File: config.mk
export PLATFORM = sky130hd
export DESIGN_NAME = key_debouncer
export DESIGN_NICKNAME = d
export VERILOG_FILES = /design/src/rtl/key_pkg.sv /design/src/rtl/key_channel.sv /design/src/rtl/key_debouncer.sv
export SDC_FILE = /design/constraint.sdc
export NUM_CORES = 1
export LEC_CHECK = 0
export ABC_CLOCK_PERIOD_IN_PS = 10000
export CORE_ASPECT_RATIO = 1.75
export CORE_UTILIZATION = 30
export CTS_BUF_LIST = sky130_fd_sc_hd__clkbuf_16
export CTS_CLUSTER_SIZE = 30
export DETAILED_ROUTE_END_ITERATION = 8
export GPL_ROUTABILITY_DRIVEN = 0
export GPL_TIMING_DRIVEN = 0
export HOLD_SLACK_MARGIN = 0.1
export SLEW_MARGIN = 20
export SYNTH_ARGS = -nofsm -noshare
export SYNTH_HDL_FRONTEND = slang
export SYNTH_SLANG_ARGS = --single-unit
export TNS_END_PERCENT = 10
File: constraint.sdc
create_clock -name CLOCK_50 -period 10 [get_ports CLOCK_50]
set_input_delay 1.5 -clock CLOCK_50 [delete_from_list [all_inputs] [get_ports CLOCK_50]]
set_output_delay 1.5 -clock CLOCK_50 [all_outputs]
set_load 0.05 [all_outputs]
File: src/rtl/key_pkg.sv
// Shared state encoding, default timing constants and counter sizing for the key debouncer.
package key_pkg;

   typedef enum logic [1:0] {
      StReleased,
      StPressWait,
      StHeld,
      StReleaseWait
   } key_state_e;

   localparam int unsigned DEF_N_KEYS          = 4;
   localparam int unsigned DEF_DEBOUNCE_CYCLES = 1_000_000;
   localparam int unsigned DEF_REPEAT_DELAY    = 25_000_000;
   localparam int unsigned DEF_REPEAT_PERIOD   = 10_000_000;
   localparam int unsigned DEF_REPEAT_EN       = 1;

   // Counters only ever hold (largest cycle parameter - 1), so clog2 of the largest is enough.
   function automatic int unsigned cnt_width(input int unsigned a, input int unsigned b,
                                             input int unsigned c);
      int unsigned m;
      m = a;
      if (b > m) m = b;
      if (c > m) m = c;
      return (m <= 2) ? 1 : $clog2(m);
   endfunction

endpackage

File: src/rtl/key_channel.sv
// One push-button channel: 2-flop synchronizer, debounce FSM and auto-repeat timer.
module key_channel
   import key_pkg::*;
#(
   parameter int unsigned DEBOUNCE_CYCLES = DEF_DEBOUNCE_CYCLES,
   parameter int unsigned REPEAT_DELAY    = DEF_REPEAT_DELAY,
   parameter int unsigned REPEAT_PERIOD   = DEF_REPEAT_PERIOD,
   parameter int unsigned REPEAT_EN       = DEF_REPEAT_EN
) (
   input  logic i_clk,
   input  logic i_rst,
   input  logic i_key_n,
   output logic o_pressed,
   output logic o_press_pulse,
   output logic o_release_pulse,
   output logic o_step
);

   localparam int unsigned CW = cnt_width(DEBOUNCE_CYCLES, REPEAT_DELAY, REPEAT_PERIOD);
   // The entry cycle into a wait state already counts as one stable sample.
   localparam bit DEB_DIRECT = (DEBOUNCE_CYCLES <= 1);
   localparam logic [CW-1:0] DEB_LAST =
      CW'((DEBOUNCE_CYCLES >= 2) ? DEBOUNCE_CYCLES - 2 : 0);
   localparam logic [CW-1:0] REP_DELAY_LAST =
      CW'((REPEAT_DELAY >= 1) ? REPEAT_DELAY - 1 : 0);
   localparam logic [CW-1:0] REP_PERIOD_LAST =
      CW'((REPEAT_PERIOD >= 1) ? REPEAT_PERIOD - 1 : 0);

   logic       r_sync1, r_sync2;
   key_state_e r_state, w_state_d;
   logic [CW-1:0] r_cnt, w_cnt_d, w_cnt_inc;
   logic [CW-1:0] r_rep, w_rep_d, w_rep_inc;
   logic       r_rep_first, w_rep_first_d;
   logic       r_pressed, w_pressed_d;
   logic       r_press_pulse, w_press_pulse_d;
   logic       r_release_pulse, w_release_pulse_d;
   logic       r_step, w_step_d;
   logic       w_key;

   assign w_key     = ~r_sync2;
   assign w_cnt_inc = (r_cnt == '1) ? r_cnt : r_cnt + 1'b1;
   assign w_rep_inc = (r_rep == '1) ? r_rep : r_rep + 1'b1;

   always_comb begin
      w_state_d         = r_state;
      w_cnt_d           = r_cnt;
      w_rep_d           = r_rep;
      w_rep_first_d     = r_rep_first;
      w_pressed_d       = r_pressed;
      w_press_pulse_d   = 1'b0;
      w_release_pulse_d = 1'b0;
      w_step_d          = 1'b0;
      unique case (r_state)
         StReleased: begin
            if (w_key) begin
               if (DEB_DIRECT) begin
                  w_state_d       = StHeld;
                  w_pressed_d     = 1'b1;
                  w_press_pulse_d = 1'b1;
                  w_step_d        = 1'b1;
                  w_rep_d         = '0;
                  w_rep_first_d   = 1'b1;
               end else begin
                  w_state_d = StPressWait;
                  w_cnt_d   = '0;
               end
            end
         end
         StPressWait: begin
            if (!w_key) begin
               w_state_d = StReleased;
            end else if (r_cnt >= DEB_LAST) begin
               w_state_d       = StHeld;
               w_pressed_d     = 1'b1;
               w_press_pulse_d = 1'b1;
               w_step_d        = 1'b1;
               w_rep_d         = '0;
               w_rep_first_d   = 1'b1;
            end else begin
               w_cnt_d = w_cnt_inc;
            end
         end
         StHeld: begin
            if (!w_key) begin
               if (DEB_DIRECT) begin
                  w_state_d         = StReleased;
                  w_pressed_d       = 1'b0;
                  w_release_pulse_d = 1'b1;
               end else begin
                  w_state_d = StReleaseWait;
                  w_cnt_d   = '0;
               end
            end else if (REPEAT_EN != 0) begin
               if (r_rep >= (r_rep_first ? REP_DELAY_LAST : REP_PERIOD_LAST)) begin
                  w_step_d      = 1'b1;
                  w_rep_d       = '0;
                  w_rep_first_d = 1'b0;
               end else begin
                  w_rep_d = w_rep_inc;
               end
            end
         end
         StReleaseWait: begin
            if (w_key) begin
               // Bounce back to held: repeat timing starts over from the delay.
               w_state_d     = StHeld;
               w_rep_d       = '0;
               w_rep_first_d = 1'b1;
            end else if (r_cnt >= DEB_LAST) begin
               w_state_d         = StReleased;
               w_pressed_d       = 1'b0;
               w_release_pulse_d = 1'b1;
            end else begin
               w_cnt_d = w_cnt_inc;
            end
         end
         default: w_state_d = StReleased;
      endcase
   end

   always_ff @(posedge i_clk or posedge i_rst) begin
      if (i_rst) begin
         r_sync1         <= 1'b1;
         r_sync2         <= 1'b1;
         r_state         <= StReleased;
         r_cnt           <= '0;
         r_rep           <= '0;
         r_rep_first     <= 1'b0;
         r_pressed       <= 1'b0;
         r_press_pulse   <= 1'b0;
         r_release_pulse <= 1'b0;
         r_step          <= 1'b0;
      end else begin
         r_sync1         <= i_key_n;
         r_sync2         <= r_sync1;
         r_state         <= w_state_d;
         r_cnt           <= w_cnt_d;
         r_rep           <= w_rep_d;
         r_rep_first     <= w_rep_first_d;
         r_pressed       <= w_pressed_d;
         r_press_pulse   <= w_press_pulse_d;
         r_release_pulse <= w_release_pulse_d;
         r_step          <= w_step_d;
      end
   end

   assign o_pressed       = r_pressed;
   assign o_press_pulse   = r_press_pulse;
   assign o_release_pulse = r_release_pulse;
   assign o_step          = r_step;

endmodule

File: src/rtl/key_debouncer.sv
// Multi-key debouncer top: one independent key_channel per active-low board button.
module key_debouncer
   import key_pkg::*;
#(
   parameter int unsigned N_KEYS          = DEF_N_KEYS,
   parameter int unsigned DEBOUNCE_CYCLES = DEF_DEBOUNCE_CYCLES,
   parameter int unsigned REPEAT_DELAY    = DEF_REPEAT_DELAY,
   parameter int unsigned REPEAT_PERIOD   = DEF_REPEAT_PERIOD,
   parameter int unsigned REPEAT_EN       = DEF_REPEAT_EN
) (
   input  logic              CLOCK_50,
   input  logic              RST,
   input  logic [N_KEYS-1:0] KEY,
   output logic [N_KEYS-1:0] PRESSED,
   output logic [N_KEYS-1:0] PRESS_PULSE,
   output logic [N_KEYS-1:0] RELEASE_PULSE,
   output logic [N_KEYS-1:0] STEP
);

   for (genvar g = 0; g < N_KEYS; g++) begin : g_ch
      key_channel #(
         .DEBOUNCE_CYCLES(DEBOUNCE_CYCLES),
         .REPEAT_DELAY   (REPEAT_DELAY),
         .REPEAT_PERIOD  (REPEAT_PERIOD),
         .REPEAT_EN      (REPEAT_EN)
      ) u_ch (
         .i_clk          (CLOCK_50),
         .i_rst          (RST),
         .i_key_n        (KEY[g]),
         .o_pressed      (PRESSED[g]),
         .o_press_pulse  (PRESS_PULSE[g]),
         .o_release_pulse(RELEASE_PULSE[g]),
         .o_step         (STEP[g])
      );
   end

endmodule

# == Word level (Yosys, flattened, before mapping) ==
# Index checks and enable logic that the tools add are counted.
# word_totals
out_inout_bits,16
regBits,236
elab_cells,308
in_bits,6
# classes
mux,152
eq_ne,68
magnitude_cmp,8
add_sub_neg,8
n_reduce_logical,32
# ops
operator,count
2-to-1 mux 25 bit,48
one-hot mux 25 bit (4 select lines),4
one-hot mux 25 bit (3 select lines),4
"adder 25 x 1 -> 25 bit, second input constant",8
"equality test 25 bit, second input constant",8
">= comparator 25 x 20 -> 1 bit, second input constant",4
>= comparator 25 bit,4
2-to-1 mux 1 bit,56
2-to-1 mux 2 bit,24
AND reduction 6 bit,8
"inequality test 2 x 1 -> 1 bit, second input constant",20
"inequality test 2 bit, second input constant",16
one-hot mux 2 bit (4 select lines),4
AND reduction 4 bit,8
"inequality test 3 bit, second input constant",8
AND reduction 5 bit,4
"equality test 2 bit, second input constant",8
one-hot mux 1 bit (2 select lines),8
"inequality test 3 x 1 -> 1 bit, second input constant",4
one-hot mux 1 bit (3 select lines),4
nonzero test 3 bit,4
"equality test 2 x 1 -> 1 bit, second input constant",4
logical NOT 2 bit,4
nonzero test 2 bit,4

# == Longest topological paths before layout ==
# Gate-level depths: netlist (run 1).
# depth
word_depth,5
ltp_mapped,12
mapped_depth_nobuf,9

# == Modules after synthesis ==
# From an unflattened synthesis (run 1), not the netlist that was laid out.
# unflattened
cells_unflattened,1550
hier_area_um2,14456.4
# by_module_without_submodules
module,cells_per_inst,seq_area_each_um2,area_per_inst_um2,instances
key_channel at g_ch[0].u_ch ...,381,1478.9,3616.0,2
key_channel at g_ch[2].u_ch,397,1478.9,3639.7,1
key_channel at g_ch[3].u_ch,391,1478.9,3584.7,1

# == Worst setup path before layout (run 1) ==
# OpenSTA, ideal clock, no wires.
# synth_timing
path_kind,register to register
from,reg g_ch[0].u_ch.r_rep_first
to,reg g_ch[0].u_ch.r_rep[16]
n_path_buf,1
path_slack_ns,7.146
arrival_ns,2.738
period_less_slack_ns,2.854
stages_incl_launch_ff,11
setup_ns,0.116
path_cell_list,dfrtp_1 > inv_1 > ha_1 > a211oi_1 > nor2_1 > a2111oi_0 > o211ai_1 > nor2_4 > nand2_1 > buf_2 > o311ai_0
# synth_via
elab_chain_len,5
# synth_lines
item,line_no,rtl
start: declaration,key_channel.sv:33,"logic r_rep_first, w_rep_first_d;"
start signal: assignment,key_channel.sv:139,r_rep_first <= w_rep_first_d;
2-to-1 mux 25 bit *,key_channel.sv:94,if (r_rep >= (r_rep_first ? REP_DELAY_LAST : REP_PERIOD_LAST)) begin
>= comparator 25 bit *,key_channel.sv:94,
2-to-1 mux 25 bit,key_channel.sv:94,
2-to-1 mux 25 bit,key_channel.sv:84,if (!w_key) begin
one-hot mux 25 bit (3 select lines),key_channel.sv:53,unique case (r_state)
end signal: assignment,key_channel.sv:138,r_rep <= w_rep_d;
end: declaration,key_channel.sv:32,"logic [CW-1:0] r_rep, w_rep_d, w_rep_inc;"
# Mark *: on every way between the ends. The rest lies on a longest branch, timed or not. The select of a mux whose other input is x is not followed.
# A chain may end at the register's enable or synchronous reset.

# == Worst setup path after layout (run 1) ==
# layout_timing
from,reg g_ch[0].u_ch.r_rep_first
to,reg g_ch[0].u_ch.r_rep[13]
# Same word-level chain as after synthesis.

==> impl_metrics.yaml, run 1 <==
timing:
  fin_crit_ns: 3.55
  slew_headroom: 0.335
  clock_skew_ns: 0.0154
  worst_pin_slew_ns: 0.989
  finalCritPeriodShare: 0.355
  tns_ns: 0
  rsz0062_at_grt: "no"
  max_freq_mhz: 281
  setup_viol: 0
  worst_slack_ns: 6.45
  final-hold-violation-count: 0
  slew_violations: 0
global_routing:
  grtUsageMet3: 0.0164
  track_usage: 0.144
  gr-total-overflow: 0
  grt_pass1_wl_mm: 57.4
  use_met1: 0.159
  antenna_found_initial: 0
  top_usage_layer: "met2"
  grt_max_degree: 98
  grt_pass1_vias: 12100
  grt_use_met2: 0.268
synth:
  syn_inst: 1551
  synth_edf_count: 0
  synth.largest_area_cell: "dfrtp_1"
  ys_ff_latch: 236
  avgSynthCellArea_um2: 9.05
  syn_nets: 1637
  synth_area_mm2: 0.0140
  async_flop_share: 1.00
  yosys_warnings: 0
  ys_types: 81
  ys_seq_area_frac: 0.422
  ys.flop_type: "dfrtp_1"
  synth_top_area_frac: 0.407
  synth.area.top_cells: "dfrtp_1 41%, ha_1 7.1%, nor2_1 3.8%, nand3_1 3.7%, nand2_1 3.6%"
final_layout:
  diodes: 0
  area_growth_pct: 13.8
  layout_commonest_cell: "dfrtp_1"
  seqCellArea_mm2: 0.00592
  final_net_count: 1689
  fillers: 4700
  final_area_mm2: 0.0160
  final_cell_mix: "228 x dfrtp_1, 143 x nor2_1, 136 x nand2_1, 105 x nand3_1, 101 x o21ai_0"
  drive_gt1_frac: 0.0684
  final_core_util: 0.347
  multi_input_area_mm2: 0.00763
setup_path:
  required_ns: 10.43
  arrival_ns: 3.98
  critical_path.top_delay_family: "compound AO/OA/AOI/OAI gates"
  cp-end-kind: "flop"
  cpPeakStageDelay_ns: 0.57
  path_class: "reg -> reg"
  worst_path_max_delay_cell: "a2111oi_0"
  cp_max_fo: 10
  crit_chain: "inv_1 -> ha_1 -> a211oi_1 -> nor2_1 -> a2111oi_0 -> o211ai_1 -> nor3_4 -> buf_4 -> nand3_1 -> o311ai_0"
  path_buf_inv: 2
  start_kind: "flop"
floorplanning:
  core_area_mm2: 0.0461
  io_pins: 22
  die-width_um: 166
  die_y_um: 288
  start_util: 0.305
  fp.dieArea_mm2: 0.0477
  placementRows: 104
power:
  combPwrFrac: 0.311
  intPower_mw: 1.91
  p_sw_mw: 1.16
  total_power_mw: 3.06
  p_per_area_mw_per_mm2: 192
  ir_worst_vdd_v: 0.000131
  pwr-share-clk: 0.341
  switching_share: 0.377
  power.leakage_nw: 6.83
  seq_power_share: 0.348
clock_network:
  ctsResizeCount: 0
  insertion_delay_ns: 0.56
  cts.clk_slew.worst_paths_ns: 0.06
  cts_inserted_buffers: 27
  cts_num_sinks: 236
  h-tree-depth: 1
  clockRootBuffer: "clkbuf_16"
  postCtsSetupBuffers: 0
  cts_tree: "built"
  ctsHoldBuffers: 0
  cts_buffer_depth: 3
run_status:
  outcome: "finished, violations left"
  violations: "DRC"
place:
  place_area_mm2: 0.0150
  dp_hpwl_mm: 23.9
  place_ws_ns: 6.48
  io_buffers: 21
route:
  route.detailed.drc: 2
  routedWlPerCell_um: 15.4
  drtPass1Iterations: 9
  vias: 12000
  ant_nets: 0
  wl_mm: 33.9
  via_per_inst: 5.45
  drtIter0Drc: 682
run:
  cap_violations: 0
hold_path:
  min_path_type: "reg -> reg"
## through the flow
stage          hold slack, ns  instances
2_1_floorplan           0.345       1551
3_3_place_gp            0.347       2155
3_5_place_dp            0.348       2157
4_1_cts                 0.350       2206
5_1_grt                 0.350       2206
6_report                0.346       2206
## power by group through the flow
stage | registers, mW | clock network (mW) | logic, mW
2_1_floorplan | 1.07 | 0 | 0.672
4_1_cts | 1.07 | 1.08 | 0.957
3_3_place_gp | 1.08 | 0 | 0.928
3_5_place_dp | 1.08 | 0 | 0.953
5_1_grt | 1.08 | 1.11 | 1.06
6_report | 1.07 | 1.04 | 0.952
## sequential cells by signal, indices dropped and copies added (netlist names), named ones only
name and count:
g_ch.u_ch.r_cnt 100, g_ch.u_ch.r_sync1 4, g_ch.u_ch.r_sync2 4, g_ch.u_ch.o_pressed 4, g_ch.u_ch.o_press_pulse 4, g_ch.u_ch.r_rep 100
g_ch.u_ch.r_state 4, g_ch.u_ch.o_step 4, g_ch.u_ch.r_rep_first 4, g_ch.u_ch.o_release_pulse 4
## cell type report
type                       count  share of cell area
tap                          583              0.0457
buffer                        67              0.0215
inverter                      42              0.0103
clock inverter                22              0.0157
sequential                   236               0.370
timing repair buffer          23              0.0166
clock buffer                  27              0.0423
multi-input combinational   1206               0.478
## kinds of logic after synthesis
kind of cell	count (synthesis)	share of synthesized area
adders and majority gates	80	0.0713
DFF	236	0.422
buffers and inverters	109	0.0357
and+or+nand+nor	686	0.252
AOI/OAI and AO/OA	368	0.174
muxes	11	0.00793
xor gates and xnor gates	61	0.0381
## path summary, 6_finish.rpt
check	slack, ns	end	startpoint	depth (start not counted)
worst max-delay path	6.45	g_ch[0].u_ch.r_rep[13]	g_ch[0].u_ch.r_rep_first	10
worst min-delay path	0.35	g_ch[1].u_ch.r_sync2	g_ch[1].u_ch.r_sync1	0
worst max register to register	6.45	g_ch[0].u_ch.r_rep[13]	g_ch[0].u_ch.r_rep_first	10
worst min register to register	0.35	g_ch[1].u_ch.r_sync2	g_ch[1].u_ch.r_sync1	0
max in group asynchronous	7.77	g_ch[3].u_ch.r_sync2	RST	3
min in group asynchronous	1.39	g_ch[2].u_ch.r_rep[12]	RST	2
## metal layers
layer | wire, um | vias up
li1 | - | 5818
met1 | 13600 | 5884
met2 | 17900 | 240
met3 | 1130 | 90
met4 | 1300 | 0
met5 | 0 | -
## synthesized netlist by cell type (15+ instances only)
library cell,instances
a31oi_1,18
nor2_1,143
buf_4,17
nor2b_1,27
a21o_1,19
and2_1,15
nor4_1,17
xor2_1,53
clkbuf_1,43
o21ai_0,101
dfrtp_1,228
a21oi_1,78
and3_1,39
ha_1,80
inv_1,42
nand2_1,136
nor3_1,46
nand3_1,105
or3_1,30
o31ai_1,27
nand4_1,54
(Power assumes the default switching activity.)
==> run 2, diff against run 1 <==
--- a/config.mk
+++ b/config.mk
@@ -5,7 +5,7 @@
 export SDC_FILE = /design/constraint.sdc
 export NUM_CORES = 1
 export LEC_CHECK = 0
-export ABC_CLOCK_PERIOD_IN_PS = 10000
+export ABC_CLOCK_PERIOD_IN_PS = 3200
 export CORE_ASPECT_RATIO = 1.75
 export CORE_UTILIZATION = 30
 export CTS_BUF_LIST = sky130_fd_sc_hd__clkbuf_16
==> constraint.sdc (replaced) <==
create_clock -name CLOCK_50 -period 3.2 [get_ports CLOCK_50]
set_input_delay 0.48 -clock CLOCK_50 [delete_from_list [all_inputs] [get_ports CLOCK_50]]
set_output_delay 0.48 -clock CLOCK_50 [all_outputs]
set_load 0.05 [all_outputs]
==> run 2 against run 1 <==
Effect of this change: utilization grew 0.27 points; sequential cell count unchanged; non-clock buffer count increased by 10; worst hold slack got worse by 0.13 ns; cell count grew 0.36%; register-to-register slack got worse by 6.4 ns; cell area up 0.79%; first-iteration DRC count increased by 7.2%; highest routed layer unchanged; the flow still finishes with violations (DRC); global-route usage is essentially flat; count of clock-buffer cells in the layout unchanged.
==> impl_metrics.yaml, run 2 (synthesis gave the netlist of run 1 again) <==
run_status:
  outcome: "finished, violations left"
  violations: "DRC"
timing:
  slew_violations: 0
  worst_pin_slew_ns: 0.990
  setup_viol: 0
  max_freq_mhz: 319
  clock_skew_ns: 0.00917
  rsz0062_at_grt: "yes"
  whs_ns: 0.213
  fin_crit_ns: 3.14
  final-hold-violation-count: 0
  slew_headroom: 0.334
  finalCritPeriodShare: 0.980
clock_network:
  cts_num_sinks: 236
  clockRootBuffer: "clkbuf_16"
  cts_tree: "built"
  h-tree-depth: 1
  insertion_delay_ns: 0.55
  cts_buffer_depth: 3
  ctsHoldBuffers: 0
  cts_inserted_buffers: 26
  cts.clk_slew.worst_paths_ns: 0.06
final_layout:
  layout_commonest_cell: "dfrtp_1"
  diodes: 0
  final_cell_mix: "226 x dfrtp_1, 142 x nor2_1, 136 x nand2_1, 105 x nand3_1, 101 x o21ai_0"
  final_core_util: 0.350
  reg.largest.list: "g_ch.u_ch.r_cnt x100, g_ch.u_ch.r_rep x100"
  area_growth_pct: 14.7
  final_net_count: 1698
  final_area_mm2: 0.0161
  drive_gt1_frac: 0.0791
route:
  via_per_inst: 5.41
  ant_nets: 0
  drtIter0Drc: 731
  wl_mm: 34.0
  vias: 12000
  routedWlPerCell_um: 15.4
  route.detailed.drc: 2
  drtPass1Iterations: 9
power:
  power.leakage_nw: 6.89
  p_per_area_mw_per_mm2: 584
  total_power_mw: 9.40
  ir_worst_vdd_v: 0.000378
place:
  io_buffers: 21
  dp_hpwl_mm: 24.4
  place_area_mm2: 0.0152
setup_path:
  start_kind: "flop"
  path_class: "reg -> reg"
  cp-end-kind: "flop"
  required_ns: 3.62
  arrival_ns: 3.55
  cp_max_fo: 9
floorplanning:
  die-width_um: 166
  start_util: 0.305
  core_area_mm2: 0.0461
  die_y_um: 288
  placementRows: 104
  io_pins: 22
  fp.dieArea_mm2: 0.0477
global_routing:
  antenna_found_initial: 0
  grt_pass1_wl_mm: 57.0
  gr-total-overflow: 0
  grt_max_degree: 34
  grt_pass1_vias: 11900
  track_usage: 0.144
hold_path:
  min_path_type: "in -> async"
run:
  cap_violations: 0
## run 2: cell types whose count changed in the layout (fill, tap and decap cells not counted), moves of 3 or more
cell and change:
buf_12 +6, clkinv_4 -5, clkbuf_1 -7, clkinv_1 +3
buf_4 +3, clkbuf_2 +4
## run 2: worst paths after layout
kind | slack (ns) | from | endpoint | depth (start not counted)
min in group CLOCK_50 | 0.34 | KEY[0] | g_ch[0].u_ch.r_sync1 | 1
max | 0.06 | g_ch[1].u_ch.r_cnt[10] | g_ch[1].u_ch.r_rep[3] | 8
max in group asynchronous | 1.87 | RST | g_ch[1].u_ch.r_sync2 | 6
min reg2reg | 0.35 | g_ch[0].u_ch.r_sync1 | g_ch[0].u_ch.r_sync2 | 0
max reg2reg | 0.06 | g_ch[1].u_ch.r_cnt[10] | g_ch[1].u_ch.r_rep[3] | 8
min | 0.21 | RST | g_ch[2].u_ch.o_release_pulse | 2
## run 2: what timing repair did
item / 4_1_cts / 5_1_grt
setup endpoints to repair: 55 / 66
resized for setup: 8 / 15
pin swaps: 2 / 0
buffers inserted: 3 / 0
## run 2: where the power goes
part | total (mW) | leakage [nW] | switching [mW] | internal (mW)
Clock | 3.03 | 0.427 | 1.27 | 1.76
Sequential | 3.33 | 3.22 | 0.185 | 3.15
Combinational | 3.04 | 3.25 | 2.12 | 0.921
Total | 9.40 | 6.89 | 3.58 | 5.82
## run 2: cell type report
type,count,area (um^2)
plain buffers,66,352
clock inverters,20,166
well taps,583,729
clock buffers,27,676
repair buffers,34,439
fillers,4735,30000
inverters,42,161
flip-flops and latches,236,5920
multi-input cells,1206,7660
## run 2: metal layers
metal / track usage / share of wire / up-vias
li1: - / - / 5827
met1: 0.160 / 0.41 / 5859
met2: 0.268 / 0.52 / 217
met3: 0.0154 / 0.034 / 76
met4: 0.0693 / 0.035 / 0
met5: 0 / 0 / -
## run 2: critical path, cell delays in order (launching register included)
cell and delay (ns):
dfrtp_1 0.42, or3_1 0.43, or4_1 0.53, o211a_1 0.16, o21a_1 0.19, buf_6 0.14, o31ai_4 0.46, nand2_2 0.25
o311ai_0 0.43
## run 2: per-stage QoR
step                TNS, ns  std cells  setup slack [ns]
detailed placement    -8.41       2165            -0.357
global route          -2.42       2214            -0.152
floorplan            -83.30       1551            -0.365
finish                    0       2214            0.0643
global placement    -545.18       2155             -2.35
CTS                       0       2214            0.0107
